## src/rtl/xoroshiro_multi_if.sv

```systemverilog
// -----------------------------------------------------------------------------
// xoroshiro_multi_if
// Bytepipe link between the USB byte stream and the multi-channel PRNG block.
//
// Signals (names as seen from the PRNG block):
//   i_bp_data  [7:0]  host-to-block byte
//   i_bp_valid        host byte valid
//   o_bp_ready        block accepts host byte
//   o_bp_data  [7:0]  response byte
//   o_bp_valid        response valid
//   i_bp_ready        host accepts response
//
// Modports:
//   slave  - the PRNG block
//   master - the host side (bridge or testbench)
// -----------------------------------------------------------------------------
interface xoroshiro_multi_if;
  logic [7:0] i_bp_data;
  logic       i_bp_valid;
  logic       o_bp_ready;
  logic [7:0] o_bp_data;
  logic       o_bp_valid;
  logic       i_bp_ready;

  modport slave (
    input  i_bp_data,
    input  i_bp_valid,
    input  i_bp_ready,
    output o_bp_ready,
    output o_bp_data,
    output o_bp_valid
  );

  modport master (
    output i_bp_data,
    output i_bp_valid,
    output i_bp_ready,
    input  o_bp_ready,
    input  o_bp_data,
    input  o_bp_valid
  );
endinterface

```

## src/rtl/xoroshiro_multi.sv

```systemverilog
// -----------------------------------------------------------------------------
// xoroshiro_multi
// N_CH independent xoroshiro128+ generators behind one bytepipe register
// interface. Each channel has a run enable, can be seeded one byte at a time
// and can have its full 128-bit state read back. Read and write bursts are
// supported through the BURST register.
//
// Parameters:
//   N_CH    number of PRNG channels (1..8)
//   ADDR_W  command address width (7; command bit 7 is the write flag)
//
// Ports:
//   i_clk   clock
//   i_rst   synchronous active-high reset
//   i_cg    clock gate; FSM, registers and all channels hold while low
//   bp      bytepipe (slave modport of xoroshiro_multi_if)
//
// Register map (SEL = CHSEL):
//   0x00 BURST   W   repeat count for the next non-zero-address command
//   0x01 CHSEL   R/W selected channel; values >= N_CH are ignored
//   0x02 SEED    W   shift byte into SEL state: {s1,s0} <= {s1s0[119:0], byte}
//   0x03 RESULT  R   byte BYTESEL of SEL's 64-bit result
//   0x04 XORALL  R   XOR of all channels' result[63:56] (optional)
//   0x05 ENMASK  R/W per-channel run enable
//   0x06 BYTESEL R/W 3-bit result byte select
//   0x10-0x1F    R   byte addr[3:0] of SEL {s1,s0}
//
// Build option:
//   XOROSHIRO_MULTI_XORALL_EN  when defined, 0x04 returns the XOR of all
//                              channel top bytes; otherwise 0x04 reads 0.
// -----------------------------------------------------------------------------
module xoroshiro_multi #(
  parameter int N_CH   = 4,
  parameter int ADDR_W = 7
) (
  input  logic                i_clk,
  input  logic                i_rst,
  input  logic                i_cg,
  xoroshiro_multi_if.slave    bp
);

  localparam logic [ADDR_W-1:0] A_BURST   = ADDR_W'(7'h00);
  localparam logic [ADDR_W-1:0] A_CHSEL   = ADDR_W'(7'h01);
  localparam logic [ADDR_W-1:0] A_SEED    = ADDR_W'(7'h02);
  localparam logic [ADDR_W-1:0] A_RESULT  = ADDR_W'(7'h03);
  localparam logic [ADDR_W-1:0] A_XORALL  = ADDR_W'(7'h04);
  localparam logic [ADDR_W-1:0] A_ENMASK  = ADDR_W'(7'h05);
  localparam logic [ADDR_W-1:0] A_BYTESEL = ADDR_W'(7'h06);

  typedef enum logic [1:0] {
    ST_IDLE  = 2'd0,
    ST_WDATA = 2'd1,
    ST_RESP  = 2'd2
  } state_t;

  state_t            state_q,   state_d;
  logic [ADDR_W-1:0] addr_q,    addr_d;
  logic              wr_q,      wr_d;
  logic [7:0]        burst_q,   burst_d;   // count armed by a BURST write
  logic [7:0]        cnt_q,     cnt_d;     // remaining repeats of the live command
  logic [2:0]        chsel_q,   chsel_d;
  logic [N_CH-1:0]   enmask_q,  enmask_d;
  logic [2:0]        bytesel_q, bytesel_d;
  logic [7:0]        data_q,    data_d;
  logic              valid_q,   valid_d;

  logic              seed_we;
  logic              host_fire;
  logic              resp_fire;
  logic [ADDR_W-1:0] rd_addr;
  logic [7:0]        rd_val;
  logic [7:0]        enmask_ext;
  logic [127:0]      st_sel;
  logic [63:0]       res_sel;
  logic [127:0]      st_w [N_CH];

  // ---------------------------------------------------------------------------
  // PRNG channels. Seeding wins over stepping in the same cycle, so a running
  // channel can be reseeded without first being disabled.
  // ---------------------------------------------------------------------------
  for (genvar gi = 0; gi < N_CH; gi++) begin : g_ch
    logic [127:0] st_q;
    logic [63:0]  s0, s1x, s0n, s1n;

    assign s0  = st_q[63:0];
    assign s1x = st_q[127:64] ^ st_q[63:0];
    assign s0n = {s0[39:0], s0[63:40]} ^ s1x ^ (s1x << 16);   // rotl(s0,24) ^ s1 ^ (s1<<16)
    assign s1n = {s1x[26:0], s1x[63:27]};                     // rotl(s1,37)

    always_ff @(posedge i_clk) begin
      if (i_rst) begin
        // Fixed non-zero seed with the channel index folded in so channels
        // start on different sequences.
        st_q <= {64'hBF58_476D_1CE4_E5B9 ^ 64'(gi), 64'h9E37_79B9_7F4A_7C15 ^ 64'(gi)};
      end else if (i_cg) begin
        if (seed_we && chsel_q == 3'(gi)) begin
          st_q <= {st_q[119:0], bp.i_bp_data};
        end else if (enmask_q[gi]) begin
          st_q <= {s1n, s0n};
        end
      end
    end

    assign st_w[gi] = st_q;
  end

  // Selected-channel state, chosen by compare so the select width never has to
  // match the channel count.
  always_comb begin
    st_sel = '0;
    for (int c = 0; c < N_CH; c++) begin
      if (chsel_q == 3'(c)) st_sel = st_w[c];
    end
  end

  assign res_sel = st_sel[63:0] + st_sel[127:64];

`ifdef XOROSHIRO_MULTI_XORALL_EN
  logic [7:0] xor_all;
  always_comb begin
    xor_all = '0;
    for (int c = 0; c < N_CH; c++) begin
      xor_all = xor_all ^ ((st_w[c][63:0] + st_w[c][127:64]) >> 56);
    end
  end
`endif

  always_comb begin
    enmask_ext = '0;
    enmask_ext[N_CH-1:0] = enmask_q;
  end

  // ---------------------------------------------------------------------------
  // Register read mux. One mux serves the read command, each burst repeat and
  // the "old value" response of a write.
  // ---------------------------------------------------------------------------
  always_comb begin
    rd_val = '0;
    if (rd_addr[6:4] == 3'b001) begin
      rd_val = st_sel[{rd_addr[3:0], 3'b000} +: 8];
    end else begin
      case (rd_addr)
        A_CHSEL:   rd_val = {5'b0, chsel_q};
        A_RESULT:  rd_val = res_sel[{bytesel_q, 3'b000} +: 8];
`ifdef XOROSHIRO_MULTI_XORALL_EN
        A_XORALL:  rd_val = xor_all;
`endif
        A_ENMASK:  rd_val = enmask_ext;
        A_BYTESEL: rd_val = {5'b0, bytesel_q};
        default:   rd_val = '0;
      endcase
    end
  end

  assign host_fire     = bp.i_bp_valid && bp.o_bp_ready;
  assign resp_fire     = valid_q && bp.i_bp_ready;
  assign bp.o_bp_ready = (state_q != ST_RESP) && bp.i_bp_ready;
  assign bp.o_bp_data  = data_q;
  assign bp.o_bp_valid = valid_q;

  // ---------------------------------------------------------------------------
  // Command FSM: next state, register writes and response capture.
  // ---------------------------------------------------------------------------
  always_comb begin
    state_d   = state_q;
    addr_d    = addr_q;
    wr_d      = wr_q;
    burst_d   = burst_q;
    cnt_d     = cnt_q;
    chsel_d   = chsel_q;
    enmask_d  = enmask_q;
    bytesel_d = bytesel_q;
    data_d    = data_q;
    valid_d   = valid_q;
    seed_we   = 1'b0;
    rd_addr   = addr_q;

    case (state_q)
      ST_IDLE: begin
        rd_addr = bp.i_bp_data[ADDR_W-1:0];
        if (host_fire) begin
          addr_d = bp.i_bp_data[ADDR_W-1:0];
          wr_d   = bp.i_bp_data[7];
          // Commands to BURST itself leave the armed count alone.
          if (bp.i_bp_data[ADDR_W-1:0] != A_BURST) begin
            cnt_d   = burst_q;
            burst_d = '0;
          end else begin
            cnt_d = '0;
          end
          if (bp.i_bp_data[7]) begin
            state_d = ST_WDATA;
          end else begin
            data_d  = rd_val;
            valid_d = 1'b1;
            state_d = ST_RESP;
          end
        end
      end

      ST_WDATA: begin
        if (host_fire) begin
          data_d  = rd_val;   // value before the write; SEED/BURST read 0
          valid_d = 1'b1;
          state_d = ST_RESP;
          case (addr_q)
            A_BURST:   burst_d = bp.i_bp_data;
            A_CHSEL:   if (bp.i_bp_data < 8'(N_CH)) chsel_d = bp.i_bp_data[2:0];
            A_SEED:    seed_we = 1'b1;
            A_ENMASK:  enmask_d = bp.i_bp_data[N_CH-1:0];
            A_BYTESEL: bytesel_d = bp.i_bp_data[2:0];
            default:   ;
          endcase
        end
      end

      ST_RESP: begin
        if (resp_fire) begin
          if (cnt_q == 8'd0) begin
            valid_d = 1'b0;
            state_d = ST_IDLE;
          end else begin
            cnt_d = cnt_q - 8'd1;
            if (wr_q) begin
              valid_d = 1'b0;
              state_d = ST_WDATA;
            end else begin
              data_d = rd_val;   // next burst byte, back-to-back
            end
          end
        end
      end

      default: state_d = ST_IDLE;
    endcase
  end

  always_ff @(posedge i_clk) begin
    if (i_rst) begin
      state_q   <= ST_IDLE;
      addr_q    <= '0;
      wr_q      <= 1'b0;
      burst_q   <= '0;
      cnt_q     <= '0;
      chsel_q   <= '0;
      enmask_q  <= '1;
      bytesel_q <= 3'd7;
      data_q    <= '0;
      valid_q   <= 1'b0;
    end else if (i_cg) begin
      state_q   <= state_d;
      addr_q    <= addr_d;
      wr_q      <= wr_d;
      burst_q   <= burst_d;
      cnt_q     <= cnt_d;
      chsel_q   <= chsel_d;
      enmask_q  <= enmask_d;
      bytesel_q <= bytesel_d;
      data_q    <= data_d;
      valid_q   <= valid_d;
    end
  end

endmodule

```

## src/flat_wrapper.sv

```systemverilog
// flat-port wrapper written by rule: the top's interface ports become plain ports
module xoroshiro_multi_flat 
#(
  parameter int N_CH   = 4,
  parameter int ADDR_W = 7
)
  (i_clk, i_rst, i_cg, bp_i_bp_data, bp_i_bp_valid, bp_i_bp_ready, bp_o_bp_ready, bp_o_bp_data, bp_o_bp_valid);
  xoroshiro_multi_if bp_i ();
  input  logic i_clk;
  input  logic i_rst;
  input  logic i_cg;
  input wire logic [$bits(bp_i.i_bp_data)-1:0] bp_i_bp_data;
  input wire logic [$bits(bp_i.i_bp_valid)-1:0] bp_i_bp_valid;
  input wire logic [$bits(bp_i.i_bp_ready)-1:0] bp_i_bp_ready;
  output wire logic [$bits(bp_i.o_bp_ready)-1:0] bp_o_bp_ready;
  output wire logic [$bits(bp_i.o_bp_data)-1:0] bp_o_bp_data;
  output wire logic [$bits(bp_i.o_bp_valid)-1:0] bp_o_bp_valid;
  assign bp_i.i_bp_data = bp_i_bp_data;
  assign bp_i.i_bp_valid = bp_i_bp_valid;
  assign bp_i.i_bp_ready = bp_i_bp_ready;
  assign bp_o_bp_ready = bp_i.o_bp_ready;
  assign bp_o_bp_data = bp_i.o_bp_data;
  assign bp_o_bp_valid = bp_i.o_bp_valid;
  xoroshiro_multi #(.N_CH(N_CH), .ADDR_W(ADDR_W)) u_core (.i_clk(i_clk), .i_rst(i_rst), .i_cg(i_cg), .bp(bp_i));
endmodule
```

## config.mk

```make
export PLATFORM = sky130hd
export DESIGN_NAME = xoroshiro_multi_flat
export DESIGN_NICKNAME = d
export VERILOG_FILES = /design/src/rtl/xoroshiro_multi_if.sv /design/src/rtl/xoroshiro_multi.sv /design/src/flat_wrapper.sv
export SDC_FILE = /design/constraint.sdc
export NUM_CORES = 2
export LEC_CHECK = 0
export BUFFER_PORTS_ARGS = -buffer_cell sky130_fd_sc_hd__buf_2
export CORE_MARGIN = 2
export CORE_UTILIZATION = 45
export CTS_BUF_LIST = sky130_fd_sc_hd__clkbuf_4 sky130_fd_sc_hd__clkbuf_8 sky130_fd_sc_hd__clkbuf_16
export DETAILED_ROUTE_END_ITERATION = 12
export PLACE_DENSITY_LB_ADDON = 0.1
export SLEW_MARGIN = 30
export SYNTH_ARGS = -nofsm -noshare
export SYNTH_HDL_FRONTEND = slang
export SYNTH_SLANG_ARGS = --single-unit
```

## constraint.sdc

```tcl
create_clock -name i_clk -period 4.1 [get_ports i_clk]
set_input_delay 1.23 -clock i_clk [delete_from_list [all_inputs] [get_ports i_clk]]
set_output_delay 1.23 -clock i_clk [all_outputs]
set_load 0.02 [all_outputs]
```

==> flow_metrics.py <==
metrics = {
    "flow_run": {
        "max-cap-violations": 0,
    },
    "timing": {
        "setup_ws_ns": -0.0899,
        "maxSlewViolCount": 0,
        "fmax_ghz": 0.239,
        "maxSlewHeadroom_pct": 37.8,
        "rsz0062_at_grt": "yes",
        "fin_crit_sh_pct": 102,
        "worst_pin_slew_ns": 0.927,
        "setup_viol": 4,
        "fin_crit_ns": 4.19,
        "setup_tns_ns": -0.205,
        "hold_ws_ns": 0.455,
        "hold_violations": 0,
        "fin_worst_skew_ns": 0.0210,
    },
    "power": {
        "p_clk_share_pct": 18.1,
        "seqPwrFrac_pct": 25.5,
        "internal_power_uw": 19400,
        "p_total_uw": 34500,
        "leakagePower_uw": 0.0187,
        "vdd_ir_drop_max_mv": 0.388,
        "power.density_nw_per_um2": 713,
        "power_frac_comb_pct": 56.4,
        "switchingPower_uw": 15200,
        "switching_share_pct": 43.9,
    },
    "global_route": {
        "grt.met1_usage_pct": 50.9,
        "use_met3_pct": 6.67,
        "busiest_layer": "met2",
        "met2_usage_pct": 55.7,
        "grt_max_degree": 130,
        "grt-ovfl-total": 0,
        "grt_pass1_wl_mm": 251,
        "antenna_found_initial": 2,
        "grt_usage_pct": 36.7,
        "grt_pass1_vias": 37000,
    },
    "die": {
        "ioPinCount": 23,
        "core_sq_um": 88500,
        "initial_core_util_pct": 45.5,
        "die_area_sq_um": 91800,
        "die_w_um": 303,
        "die_h_um": 303,
        "rows": 109,
    },
    "synth": {
        "syn_inst": 5075,
        "netlist_area_sq_um": 40200,
        "synth_ff_type": "dfxtp_1",
        "synth_edf_count": 0,
        "syn_avg_cell_area_sq_um": 7.93,
        "synth_top_area_share_pct": 27.7,
        "syn-num-nets": 5154,
        "ys_seq_area_share_pct": 27.7,
        "yosysTopAreaCell": "dfxtp_1",
        "ys_seq_elements": 557,
        "ys_types": 101,
        "synthArstFlopShare_pct": 0,
        "yosys_warnings": 0,
        "synth_area_leaders": "dfxtp_1 28%, xnor2_1 11%, mux4_2 7.1%",
    },
    "routing": {
        "via_per_inst": 6.12,
        "wire_per_inst_um": 26.2,
        "drc_errors": 0,
        "totalWireLength_mm": 171,
        "drtAntennaViolNets": 0,
        "drtIter0Drc": 4308,
        "first_pass_iters": 6,
        "num_vias": 40000,
    },
    "worst_setup_path": {
        "cp_slowest_cell": "dfxtp_4",
        "critPathTopFamily": "compound AO/OA/AOI/OAI gates",
        "worstSetupStartpoint": "u_core.chsel_q[0]",
        "crit_chain": "buf_12 -> buf_12 -> bufbuf_16 -> buf_8 -> nand2_1 -> nor2_1 -> buf_4 -> a21o_1 -> ha_4 -> o211a_1 -> a211oi_2 -> o311a_4 -> o21ai_4 -> a31oi_1 -> buf_4 -> o311ai_1 -> nand3_1 -> o211ai_1 -> nand3_1 -> nor4_2 -> o221a_1",
        "cp.required_ns": 4.70,
        "cp-end-kind": "register",
        "r2r_slack_ns": -0.09,
        "critPathMaxFanout": 6,
        "worstPathArrival_ns": 4.79,
        "path_class": "reg2reg",
        "crit_path_max_incr_delay_ns": 0.36,
        "r2r-start": "u_core.chsel_q[0]",
        "crit_buf_inv": 6,
        "cp-start-kind": "register",
    },
    "layout": {
        "register_area_sq_um": 11200,
        "n_fill_cell": 8297,
        "fin_util_pct": 54.7,
        "multi_input_area_sq_um": 28300,
        "area_growth_pct": 20.3,
        "drive_gt1_share_pct": 19.3,
        "fin_nets": 5393,
    },
    "hold_path": {
        "hold_class": "reg2reg",
        "hold_start": "u_core.burst_q[5]",
    },
    "cts": {
        "clockBufferDepth": 3,
        "htreeDepth": 3,
        "clkTransAtPathRegs_ns": 0.06,
        "clock_latency_ns": 0.66,
        "cts_root_buffer": "clkbuf_16",
        "cts_tree": "built",
        "numClockSinks": 557,
        "numCtsBuffers": 70,
    },
    "outcome": {
        "status": "finished with violations",
        "failed_checks": "setup timing",
    },
    "placement": {
        "dp_hpwl_mm": 128,
        "io_buffers": 22,
        "pre_cts_ws_ns": -0.251,
        "gp_congestion": 1.04,
    },
}
[what timing repair did]
| item | CTS | global route |
|---|---|---|
| buffers inserted | 38 | 20 |
| endpoints found under the setup margin | 8 | 8 |
| hold buffers | 0 | 0 |
| pin swaps | 62 | 67 |
| cloned | 4 | 0 |
| resized for setup | 132 | 112 |
[per-stage QoR]
step | instances | cell area (sq um)
3_3_place_gp | 6345 | 44400
6_report | 6526 | 48400
5_1_grt | 6525 | 48400
3_5_place_dp | 6345 | 44400
2_1_floorplan | 5075 | 40300
4_1_cts | 6505 | 47800
[synth_stat cells, types with 7 or more instances]
master / n
nand2_1: 727
nor2_1: 583
dfxtp_1: 557
xnor2_1: 497
clkbuf_1: 303
a211oi_1: 265
o211ai_1: 264
xor2_1: 253
a21oi_1: 248
nand3_1: 179
o21ai_0: 157
nor2b_1: 128
mux4_2: 127
nor3_1: 125
ha_1: 65
buf_2: 53
o21ai_1: 48
a21o_1: 42
a211o_1: 36
mux2i_1: 33
and3_1: 29
inv_1: 29
buf_4: 28
nand4_1: 26
buf_1: 22
a311oi_1: 16
o21a_1: 15
a31oi_1: 14
nand2b_1: 12
o21bai_1: 11
buf_6: 10
and2_1: 8
nand3b_1: 8
and4_1: 7
or3_1: 7
[registers in the layout, indices dropped and copies added, names as in the netlist]
| name | cells |
|---|---|
| u_core.burst_q | 8 |
| u_core.wr_q | 1 |
| u_core.g_ch.st_q | 512 |
| u_core.bytesel_q | 3 |
| u_core.bp.o_bp_valid | 1 |
| u_core.cnt_q | 8 |
| u_core.addr_q | 7 |
| u_core.bp.o_bp_data | 8 |
| u_core.chsel_q | 3 |
| u_core.state_q | 2 |
| u_core.enmask_q | 4 |
[worst min-delay path, stage by stage (launching register included)]
cell	delay, ns
dfxtp_1	0.31
nand2_1	0.05
a21oi_1	0.05
[path summary, 6_finish.rpt]
| path | to | cells after the start |
|---|---|---|
| setup reg to reg | u_core.bp.o_bp_data[3] | 21 |
| hold reg to reg | u_core.burst_q[5] | 2 |
| hold / removal | u_core.burst_q[5] | 2 |
| setup / recovery | u_core.bp.o_bp_data[3] | 21 |
[layout make-up]
class                   count  area share (%)
diodes                      1         0.00517
clock buffers              98            4.28
clock inverters            20           0.372
inverters                  30           0.248
multi-input cells        4070            58.5
flip-flops and latches    557            23.1
well taps                1165            3.01
repair buffers            585            10.5
[per-layer routing]
metal  up-vias  wire, um
met4         2      8320
met1     19400     74000
met3       361     14400
li1      18400         -
met2      1813     74200
met5         -        13
[power groups by stage]
stage	clock (uW)	combinational [uW]	sequential (uW)
2_1_floorplan	0	12500	8110
3_3_place_gp	0	18000	8820
3_5_place_dp	0	18000	8790
4_1_cts	6320	18700	8680
5_1_grt	6540	21100	8860
6_report	6260	19500	8790
[kinds of logic (layout without fill, tap and decap cells)]
kind of cell | after synthesis | count (layout) | share of synthesized area (%)
multiplexers | 168 | 168 | 8.17
other | 0 | 1 | 0
buffers and inverters | 448 | 733 | 4.82
flip-flops | 557 | 557 | 27.7
adder cells (fa/ha/maj) | 66 | 66 | 2.07
XOR/XNOR | 750 | 750 | 16.3
AND/OR/NAND/NOR | 1874 | 1874 | 20.4
AO/OA/AOI/OAI | 1212 | 1212 | 20.5
[layout by cell type (no fill, tap or decap), drive strengths merged, types with 206 or more instances in the layout]
cell type    n
nand2      728
nor2       586
buf        584
dfxtp      557
xnor2      497
a211oi     267
o211ai     265
xor2       253
a21oi      253
o21ai      206
No activity file was read; power rests on OpenSTA's default activity.
